### src/rtl/i2s_pkg.sv
// Shared types and the output-format helper for the I2S transmit path.
// fmt_sample works on a wide container so any instance width up to SAMPLE_W_MAX can use it.
package i2s_pkg;

  localparam int SAMPLE_W_DEF = 16;
  localparam int SAMPLE_W_MAX = 32;

  typedef struct packed {
    logic [SAMPLE_W_DEF-1:0] left;
    logic [SAMPLE_W_DEF-1:0] right;
  } frame_t;

  typedef enum logic {
    LEFT  = 1'b0,
    RIGHT = 1'b1
  } lr_slot_e;

  // Offset-binary flips the sample MSB; mute wins over everything.
  function automatic logic [SAMPLE_W_MAX-1:0] fmt_sample(
    input logic [SAMPLE_W_MAX-1:0] sample,
    input int unsigned             width,
    input logic                    offset_bin,
    input logic                    mute
  );
    logic [SAMPLE_W_MAX-1:0] flip;
    flip = {{(SAMPLE_W_MAX-1){1'b0}}, offset_bin} << (width - 1);
    return mute ? '0 : (sample ^ flip);
  endfunction

endpackage

### src/rtl/sync_fifo.sv
// Single-clock show-ahead FIFO with registered full/empty/level.
// A write while full is accepted when a read happens in the same cycle.
module sync_fifo #(
  parameter  int WIDTH = 32,
  parameter  int DEPTH = 8,
  localparam int LVL_W = $clog2(DEPTH + 1)
) (
  input  logic             clk,
  input  logic             rst,
  input  logic             wr_en,
  input  logic [WIDTH-1:0] wr_data,
  input  logic             rd_en,
  output logic [WIDTH-1:0] rd_data,
  output logic             full,
  output logic             empty,
  output logic [LVL_W-1:0] level
);

  localparam int AW = $clog2(DEPTH);

  logic [WIDTH-1:0] mem [DEPTH];
  logic [AW-1:0]    wr_ptr;
  logic [AW-1:0]    rd_ptr;
  logic [LVL_W-1:0] level_nxt;
  logic             do_wr;
  logic             do_rd;

  assign do_rd = rd_en && !empty;
  assign do_wr = wr_en && (!full || do_rd);

  always_comb begin
    level_nxt = level;
    if (do_wr && !do_rd) begin
      level_nxt = level + LVL_W'(1);
    end else if (!do_wr && do_rd) begin
      level_nxt = level - LVL_W'(1);
    end
  end

  always_ff @(posedge clk) begin
    if (rst) begin
      wr_ptr <= '0;
      rd_ptr <= '0;
      level  <= '0;
      full   <= 1'b0;
      empty  <= 1'b1;
    end else begin
      if (do_wr) wr_ptr <= wr_ptr + AW'(1);
      if (do_rd) rd_ptr <= rd_ptr + AW'(1);
      level <= level_nxt;
      full  <= (level_nxt == LVL_W'(DEPTH));
      empty <= (level_nxt == '0);
    end
  end

  // Storage is not reset; the pointers alone define what is valid.
  always_ff @(posedge clk) begin
    if (do_wr) mem[wr_ptr] <= wr_data;
  end

  assign rd_data = mem[rd_ptr];

endmodule

### src/rtl/i2s_stream_tx.sv
// I2S transmitter: buffers stereo pairs from a valid/ready stream and serialises
// them on mclk/bclk/lrclk/sdata, one frame of 2*SLOT_BITS bit clocks per pair.
module i2s_stream_tx
  import i2s_pkg::*;
#(
  parameter int SAMPLE_W   = 16,
  parameter int SLOT_BITS  = 32,
  parameter int MCLK_DIV   = 4,
  parameter int BCLK_DIV   = 16,
  parameter int FIFO_DEPTH = 8
) (
  input  logic                            clk,
  input  logic                            rst,
  input  logic                            in_valid,
  output logic                            in_ready,
  input  logic [SAMPLE_W-1:0]             in_left,
  input  logic [SAMPLE_W-1:0]             in_right,
  input  logic                            mono,
  input  logic                            mute,
  input  logic                            offset_bin,
  output logic                            mclk,
  output logic                            bclk,
  output logic                            lrclk,
  output logic                            sdata,
  output logic                            underflow,
  output logic [$clog2(FIFO_DEPTH+1)-1:0] fifo_level
);

  localparam int MC_W = $clog2(MCLK_DIV);
  localparam int BC_W = $clog2(BCLK_DIV);
  localparam int BI_W = $clog2(2 * SLOT_BITS);

  localparam logic [MC_W-1:0] MC_LAST = MC_W'(MCLK_DIV - 1);
  localparam logic [MC_W-1:0] MC_HALF = MC_W'(MCLK_DIV / 2);
  localparam logic [BC_W-1:0] BC_LAST = BC_W'(BCLK_DIV - 1);
  localparam logic [BC_W-1:0] BC_HALF = BC_W'(BCLK_DIV / 2);
  localparam logic [BI_W-1:0] BI_LAST = BI_W'(2 * SLOT_BITS - 1);
  localparam logic [BI_W-1:0] BI_SLOT = BI_W'(SLOT_BITS);

  // Same layout as i2s_pkg::frame_t, sized by this instance.
  typedef struct packed {
    logic [SAMPLE_W-1:0] left;
    logic [SAMPLE_W-1:0] right;
  } pair_t;

  logic [MC_W-1:0]     mc, mc_nxt;
  logic [BC_W-1:0]     bc, bc_nxt;
  logic [BI_W-1:0]     bidx, bidx_nxt;
  logic [BI_W-1:0]     pos_nxt;
  logic                tick;
  logic                load;
  logic                load_nxt;
  logic                load_pend;
  lr_slot_e            slot_nxt;
  logic [SAMPLE_W-1:0] chan;
  logic                bit_nxt;

  pair_t               head;
  pair_t               frame;
  logic                armed;
  logic                fifo_full;
  logic                fifo_empty;
  logic                push;
  logic                pop;

  assign mc_nxt   = (mc == MC_LAST) ? '0 : mc + MC_W'(1);
  assign bc_nxt   = (bc == BC_LAST) ? '0 : bc + BC_W'(1);
  assign tick     = (bc == BC_LAST);
  assign load     = tick && (bidx == BI_LAST);
  assign bidx_nxt = !tick ? bidx : ((bidx == BI_LAST) ? '0 : bidx + BI_W'(1));
  assign load_nxt = (bc_nxt == BC_LAST) && (bidx_nxt == BI_LAST);

  // Slot position 0 is the I2S one-bit delay; positions past SAMPLE_W pad with zero.
  always_comb begin
    slot_nxt = (bidx_nxt >= BI_SLOT) ? RIGHT : LEFT;
    pos_nxt  = (slot_nxt == RIGHT) ? bidx_nxt - BI_SLOT : bidx_nxt;
    chan     = (slot_nxt == RIGHT) ? frame.right : frame.left;
    bit_nxt  = 1'b0;
    for (int i = 0; i < SAMPLE_W; i++) begin
      if (pos_nxt == BI_W'(SAMPLE_W - i)) bit_nxt = chan[i];
    end
  end

  always_ff @(posedge clk) begin
    if (rst) begin
      mc        <= '0;
      bc        <= '0;
      bidx      <= '0;
      mclk      <= 1'b0;
      bclk      <= 1'b0;
      lrclk     <= 1'b0;
      sdata     <= 1'b0;
      load_pend <= 1'b0;
    end else begin
      mc        <= mc_nxt;
      bc        <= bc_nxt;
      bidx      <= bidx_nxt;
      mclk      <= (mc_nxt >= MC_HALF);
      bclk      <= (bc_nxt >= BC_HALF);
      load_pend <= load_nxt;
      if (tick) begin
        lrclk <= (slot_nxt == RIGHT);
        sdata <= bit_nxt;
      end
    end
  end

  // A full FIFO still takes a pair on the frame-load cycle, where a pop is
  // certain; both terms are registered so pop never reaches in_ready.
  assign in_ready = !fifo_full || load_pend;
  assign push     = in_valid && in_ready;
  assign pop      = load && !fifo_empty;

  sync_fifo #(
    .WIDTH (2 * SAMPLE_W),
    .DEPTH (FIFO_DEPTH)
  ) u_fifo (
    .clk     (clk),
    .rst     (rst),
    .wr_en   (push),
    .wr_data ({in_left, in_right}),
    .rd_en   (pop),
    .rd_data (head),
    .full    (fifo_full),
    .empty   (fifo_empty),
    .level   (fifo_level)
  );

  always_ff @(posedge clk) begin
    if (rst) begin
      frame     <= '0;
      armed     <= 1'b0;
      underflow <= 1'b0;
    end else begin
      underflow <= load && fifo_empty && armed;
      if (pop) begin
        frame.left  <= SAMPLE_W'(fmt_sample(SAMPLE_W_MAX'(head.left), SAMPLE_W,
                                            offset_bin, mute));
        frame.right <= SAMPLE_W'(fmt_sample(SAMPLE_W_MAX'(mono ? head.left : head.right),
                                            SAMPLE_W, offset_bin, mute));
        armed       <= 1'b1;
      end
    end
  end

endmodule

### config.mk
export PLATFORM = sky130hd
export DESIGN_NAME = i2s_stream_tx
export DESIGN_NICKNAME = d
export VERILOG_FILES = /design/src/rtl/i2s_pkg.sv /design/src/rtl/sync_fifo.sv /design/src/rtl/i2s_stream_tx.sv
export SDC_FILE = /design/constraint.sdc
export NUM_CORES = 1
export LEC_CHECK = 0
export ABC_CLOCK_PERIOD_IN_PS = 7600
export BUFFER_PORTS_ARGS = -buffer_cell sky130_fd_sc_hd__clkbuf_2
export CAP_MARGIN = 20
export CORE_MARGIN = 10
export CORE_UTILIZATION = 61
export DETAILED_ROUTE_END_ITERATION = 6
export PLACE_DENSITY_LB_ADDON = 0.1
export SYNTH_ARGS = -nofsm -noshare
export SYNTH_HDL_FRONTEND = slang
export SYNTH_SLANG_ARGS = --single-unit
### constraint.sdc
create_clock -name clk -period 7.6 [get_ports clk]
set_input_delay 2.28 -clock clk [delete_from_list [all_inputs] [get_ports clk]]
set_output_delay 2.28 -clock clk [all_outputs]
set_load 0.02 [all_outputs]
Yosys cells after proc, flatten, opt, wreduce, memory -nomap -nowiden
Memories as Yosys holds them, arrays and structs flattened. A register that Yosys moved wholly into a read port is not among the register bits.
Index checks and enable logic that the tools add are counted.
Widths: inputs -> output; s select.
Operators by class
  reduce and logical (&&, ||, !) cells: 17
  order comparisons: 3
  bitwise logic cells: 2
  mux-type cells: 32
  eq/ne operators: 22
  add/sub/neg operators: 8
Operator list (number)
  $mux 16: 4
  $eq 6x4->1 const B: 8
  $xor 16x16->16: 2
  $eq 6x3->1 const B: 4
  $mux 1: 19
  $mux 6: 3
  $eq 4x4->1 const B: 3
  $eq 6x2->1 const B: 2
  $eq 6x6->1 const B: 2
  $mux 4: 3
  $logic_and 1x1->1: 10
  $add 4x1->4 const B: 2
  $add 3x1->3 const B: 2
  $add 6x1->6 const B: 1
  $eq 6x1->1 const B: 1
  $eq 6x5->1 const B: 1
  $ge 6x6->1 const B: 1
  $mux 3: 2
  $sub 6x6->6 const B: 1
  $ge 4x4->1 const B: 1
  $logic_not 1->1: 4
  $logic_not 4->1: 1
  $sub 4x1->4 const B: 1
  $add 2x1->2 const B: 1
  other kinds (4): 5
Storage, ports and cells
  memories: 1
  input bits: 38
  bits in registers: 63
  RAM bits: 256
Memories
  u_fifo.mem: depth 8, width 32, read ports 1, clocked after memory_dff 1, wr ports 1, RTL line sync_fifo.sv:21  | logic [WIDTH-1:0] mem [DEPTH];

Longest topological paths before layout
  word-level depth: 23
  gate-level depth with buffers: 11

Cells and area by module
From an unflattened synthesis, not the netlist that was laid out.
Second synthesis, totals
  cells, all modules: 798
  area total of the unflattened synthesis: 13150.1 µm²
By module, submodules not included
  sync_fifo: area an instance 10460.0 µm², seq. area each 7987.7 µm², instances 1, cells each 454
  i2s_stream_tx: area an instance 2690.1 µm², seq. area each 1001.0 µm², instances 1, cells each 344

Worst setup path before layout
Ideal clock, no wire load.
  kind: in2reg
  start: input port in_valid
  end: memory u_fifo.mem[0][0] (enable)
  path slack: 1.479 ns
  arrival: 5.619 ns
  required time: 7.099 ns
  stages: 3
  buffers on the path: 0
  cell sequence: nand2_1 a21o_1 nor4_1
On the way
  word-level cells in the longest chain between the ends: 4
Ends and longest elaborated chain
  start: declaration: RTL line i2s_stream_tx.sv:14  | input logic in_valid,
  $logic_and 1x1->1: RTL line i2s_stream_tx.sv:111  | assign push = in_valid && in_ready;
  $logic_and 1x1->1: RTL line sync_fifo.sv:29  | assign do_wr = wr_en && (!full || do_rd);
  $mux 1: RTL line sync_fifo.sv:58  | if (do_wr) mem[wr_ptr] <= wr_data;
  $mux 1 (implied by the code): RTL line sync_fifo.sv:58
  end: declaration: RTL line sync_fifo.sv:21
No other way between the ends.

Final worst setup path
  start: input port in_valid
  end: memory u_fifo.mem[1][20] (enable)
Same word-level chain as after synthesis.

==> results.md <==
* Number of global-route vias before repair at 7,320
* First-pass GRT wire length at 41,950 µm
* Initial drt markers at 766
* Die height at 164.9 µm
* Synth top area cells: edfxtp_1 (60%), mux4_2 (11%), dfxtp_1 (10%)
* # setup viols final at 0
* Req. time, crit path at 7.80 ns
* Dpl ws at 3.082 ns
* Worst slew pin tran at 1.084 ns
* Seq/Total Area, Yosys at 70.05%
* Core area at 20,430 µm²
* PwrDens at 250.0 nW/µm²
* CTS buffer count at 31
* Final instance area at 14,420 µm²
* Hold Path Class: flop to flop
* Maximum fanout along the worst path at 25
* Number of core rows at 52
* Vias per std cell at 6.302
* GP Congestion at 0.9220
* Root Buffer: clkbuf_16
* Startpoint types: input pin
* Via count at 7,027
* Warnings, synthesis at 0
* Placed Instance Area at 13,380 µm²
* Fin. Hold Viols at 0
* Post-synth EDFFs at 256
* Placed instance count at 1,057
* Worst-path clk slew at 0.06 ns
* Hold Buf Count CTS at 0
* I/O pin count at 48
* CTS tree: built
* TritonRoute pass-1 iters at 7
* Peak Freq at 270.4 MHz
* Clock power frac at 42.5%
* Antenna Nets Post-Route at 0
* Flop-to-flop setup slack at 3.95 ns
* Final Max Tran Viols at 0
* Critical path arrival at 3.90 ns
* Slew headroom at 27.48%
* Initial antenna violation count at 0
* Gr ovfl total at 0
* R2r startpoint: bidx[0]
* WL/cell at 24.08 µm
* H-tree levels at 1
* Initial Util at 62.67%
* # port buffers at 47
* Switching share of power at 19.90%
* Reg power frac at 54.0%
* Die X at 164.9 µm
* Mean post-synth cell area at 16.63 µm²
* Die Footprint at 27,180 µm²
* Syn nets at 816
* Post-route setup slack at 3.902 ns
* NetSw at 0.7172 mW
* Unrepaired setup endpoints after global routing: no
* Synth area leader: edfxtp_1
* R2R Path End: u_fifo.mem[1][20]
* GR Util All Layers at 20.11%
* Layout cells sized above 1 at 23.43%
* Post-Syn Area at 12,800 µm²
* Most numerous cell in the Yosys netlist: edfxtp_1
* Clk_skew at 0.02009 ns
* Worst vdd ir at 0.0002272 V
* Crit. End Element: flop
* Synth unique cells at 58
* Worst-Skew Late Latency at 0.57 ns
* Synth top cells by count: edfxtp_1 (256), nor2_1 (81), dfxtp_1 (64), mux4_2 (64), nand2_1 (32)
* Int Pwr at 2.888 mW
* Post-synth top flop: edfxtp_1
* Total power at 3.605 mW
* Status: finished, final reports clean
* Cell Count, Final, Fillers Out at 1,115
* Top cell type's share of synthesized area at 60.04%
* Period utilisation layout at 48.66%
* Pin count of the biggest net entering global routing at 65
* Post-CTS Resized at 0
* CTS Sinks at 320
* DRC Markers at 0
* Setup TNS at 0 ns
* # diodes at 0
* Gate power share at 3.5%
* CTS max path bufs at 3
* WL final at 26,850 µm
* Syn Inst Count at 770
* Critical path endpoint: u_fifo.mem[1][20]
* Crit path from: in_valid
* Final min period at 3.698 ns
* FF-to-FF path depth at 7
* Leakage at 4.626 nW
* Max-cap violations at 0
* WS Path Type: input pin to flop
* Fill count at 1,315
* HPWL Detailed at 16,760 µm
* #FFs+latches synth at 320
* Area growth syn-to-layout at 12.64%
* Setup Buffers After CTS at 0
* Asr flop ratio synth at 0%
* Nets at 867
-- per-stage QoR --
step | hold slack (ns) | utilization [%]
global route | 0.4732 | 70.59
finish | 0.4312 | 70.59
CTS | 0.4358 | 70.49
detailed placement | 0.4244 | 65.47
global placement | 0.4096 | 65.22
floorplan | 0.4017 | -
-- sequential cells by signal, summed over array words and instances (netlist names), 3 cells and up, named ones only --
name,count
frame,32
u_fifo.level,4
u_fifo.wr_ptr,3
bc,3
u_fifo.mem,256
bidx,6
u_fifo.rd_ptr,3
-- cells in the final DEF, fill, tap and decap left out, drive strengths merged, types with 3 or more instances in the layout --
| cell | instances |
|---|---|
| edfxtp | 256 |
| clkbuf | 82 |
| nor2 | 81 |
| mux4 | 64 |
| dfxtp | 64 |
| nand2 | 33 |
| a21oi | 28 |
| mux2i | 23 |
| mux2 | 16 |
| a222oi | 14 |
| clkinv | 14 |
| buf | 14 |
| xnor2 | 11 |
| nor3 | 10 |
| o22ai | 9 |
| inv | 9 |
| nand2b | 8 |
| ha | 8 |
| nand3 | 8 |
| o31ai | 8 |
| and2 | 6 |
| a31oi | 6 |
| nor4 | 6 |
| a22oi | 5 |
| bufinv | 5 |
| o21ai | 4 |
| a211oi | 4 |
| and3 | 4 |
| xor2 | 4 |
| nor2b | 3 |
| or3 | 3 |
| o41ai | 3 |
| a221oi | 3 |
-- area by class of cell --
| cell class | count | area (µm²) | share of cell area [%] |
|---|---|---|---|
| clock inverters | 22 | 235.2 | 1.631 |
| repair buffers | 61 | 381.6 | 2.646 |
| inverters | 8 | 30.03 | 0.2082 |
| well taps | 270 | 337.8 | 2.343 |
| clock buffers | 35 | 790.8 | 5.483 |
| flip-flops and latches | 320 | 8975 | 62.23 |
| multi-input cells | 399 | 3671 | 25.46 |
-- kinds of logic (layout without fill, tap and decap cells) --
family | after synthesis | count (layout) | synth area share, %
buffers and inverters | 51 | 126 | 1.661
adder cells (fa/ha/maj) | 8 | 8 | 0.7818
XOR/XNOR | 15 | 15 | 1.026
multiplexers | 103 | 103 | 14.46
flip-flops | 320 | 320 | 70.05
AND/OR/NAND/NOR | 170 | 170 | 6.108
AO/OA/AOI/OAI | 103 | 103 | 5.912
-- how the worst min path moves through the flow --
stage | start | end | slack (ns) | cells past startpoint
final | mc[0] | mc[0] | 0.43 | 1
after floorplan | mc[0] | mc[0] | 0.40 | 1
after global placement | mc[0] | mc[0] | 0.41 | 1
after detailed placement | mc[0] | mc[0] | 0.42 | 1
after global routing | mc[0] | mc[0] | 0.47 | 1
after CTS | mc[0] | mc[0] | 0.44 | 1
-- per-layer routing --
metal / up-vias / routed length [µm] / global-route usage, % / share of wire (%)
li1: 3179 / - / - / -
met1: 3563 / 10980 / 26.10 / 41
met2: 242 / 13570 / 34.30 / 51
met3: 43 / 1527 / 3.336 / 5.7
met4: 0 / 766 / 6.039 / 2.9
met5: - / 0 / 0 / 0
-- power groups by stage --
stage	Sequential (mW)	Clock (mW)	Combinational [mW]
2_1_floorplan	1.99	0	0.0638
3_3_place_gp	1.98	0	0.121
3_5_place_dp	1.99	0	0.126
4_1_cts	1.95	1.55	0.127
5_1_grt	1.95	1.63	0.138
6_report	1.95	1.53	0.125
-- critical path, stage by stage --
cell and delay [ns]:
clkbuf_2 0.11, nand2_1 0.13, a21o_1 0.27, nor3_2 0.55
buf_4 0.51
No activity file was read; power rests on OpenSTA's default activity.
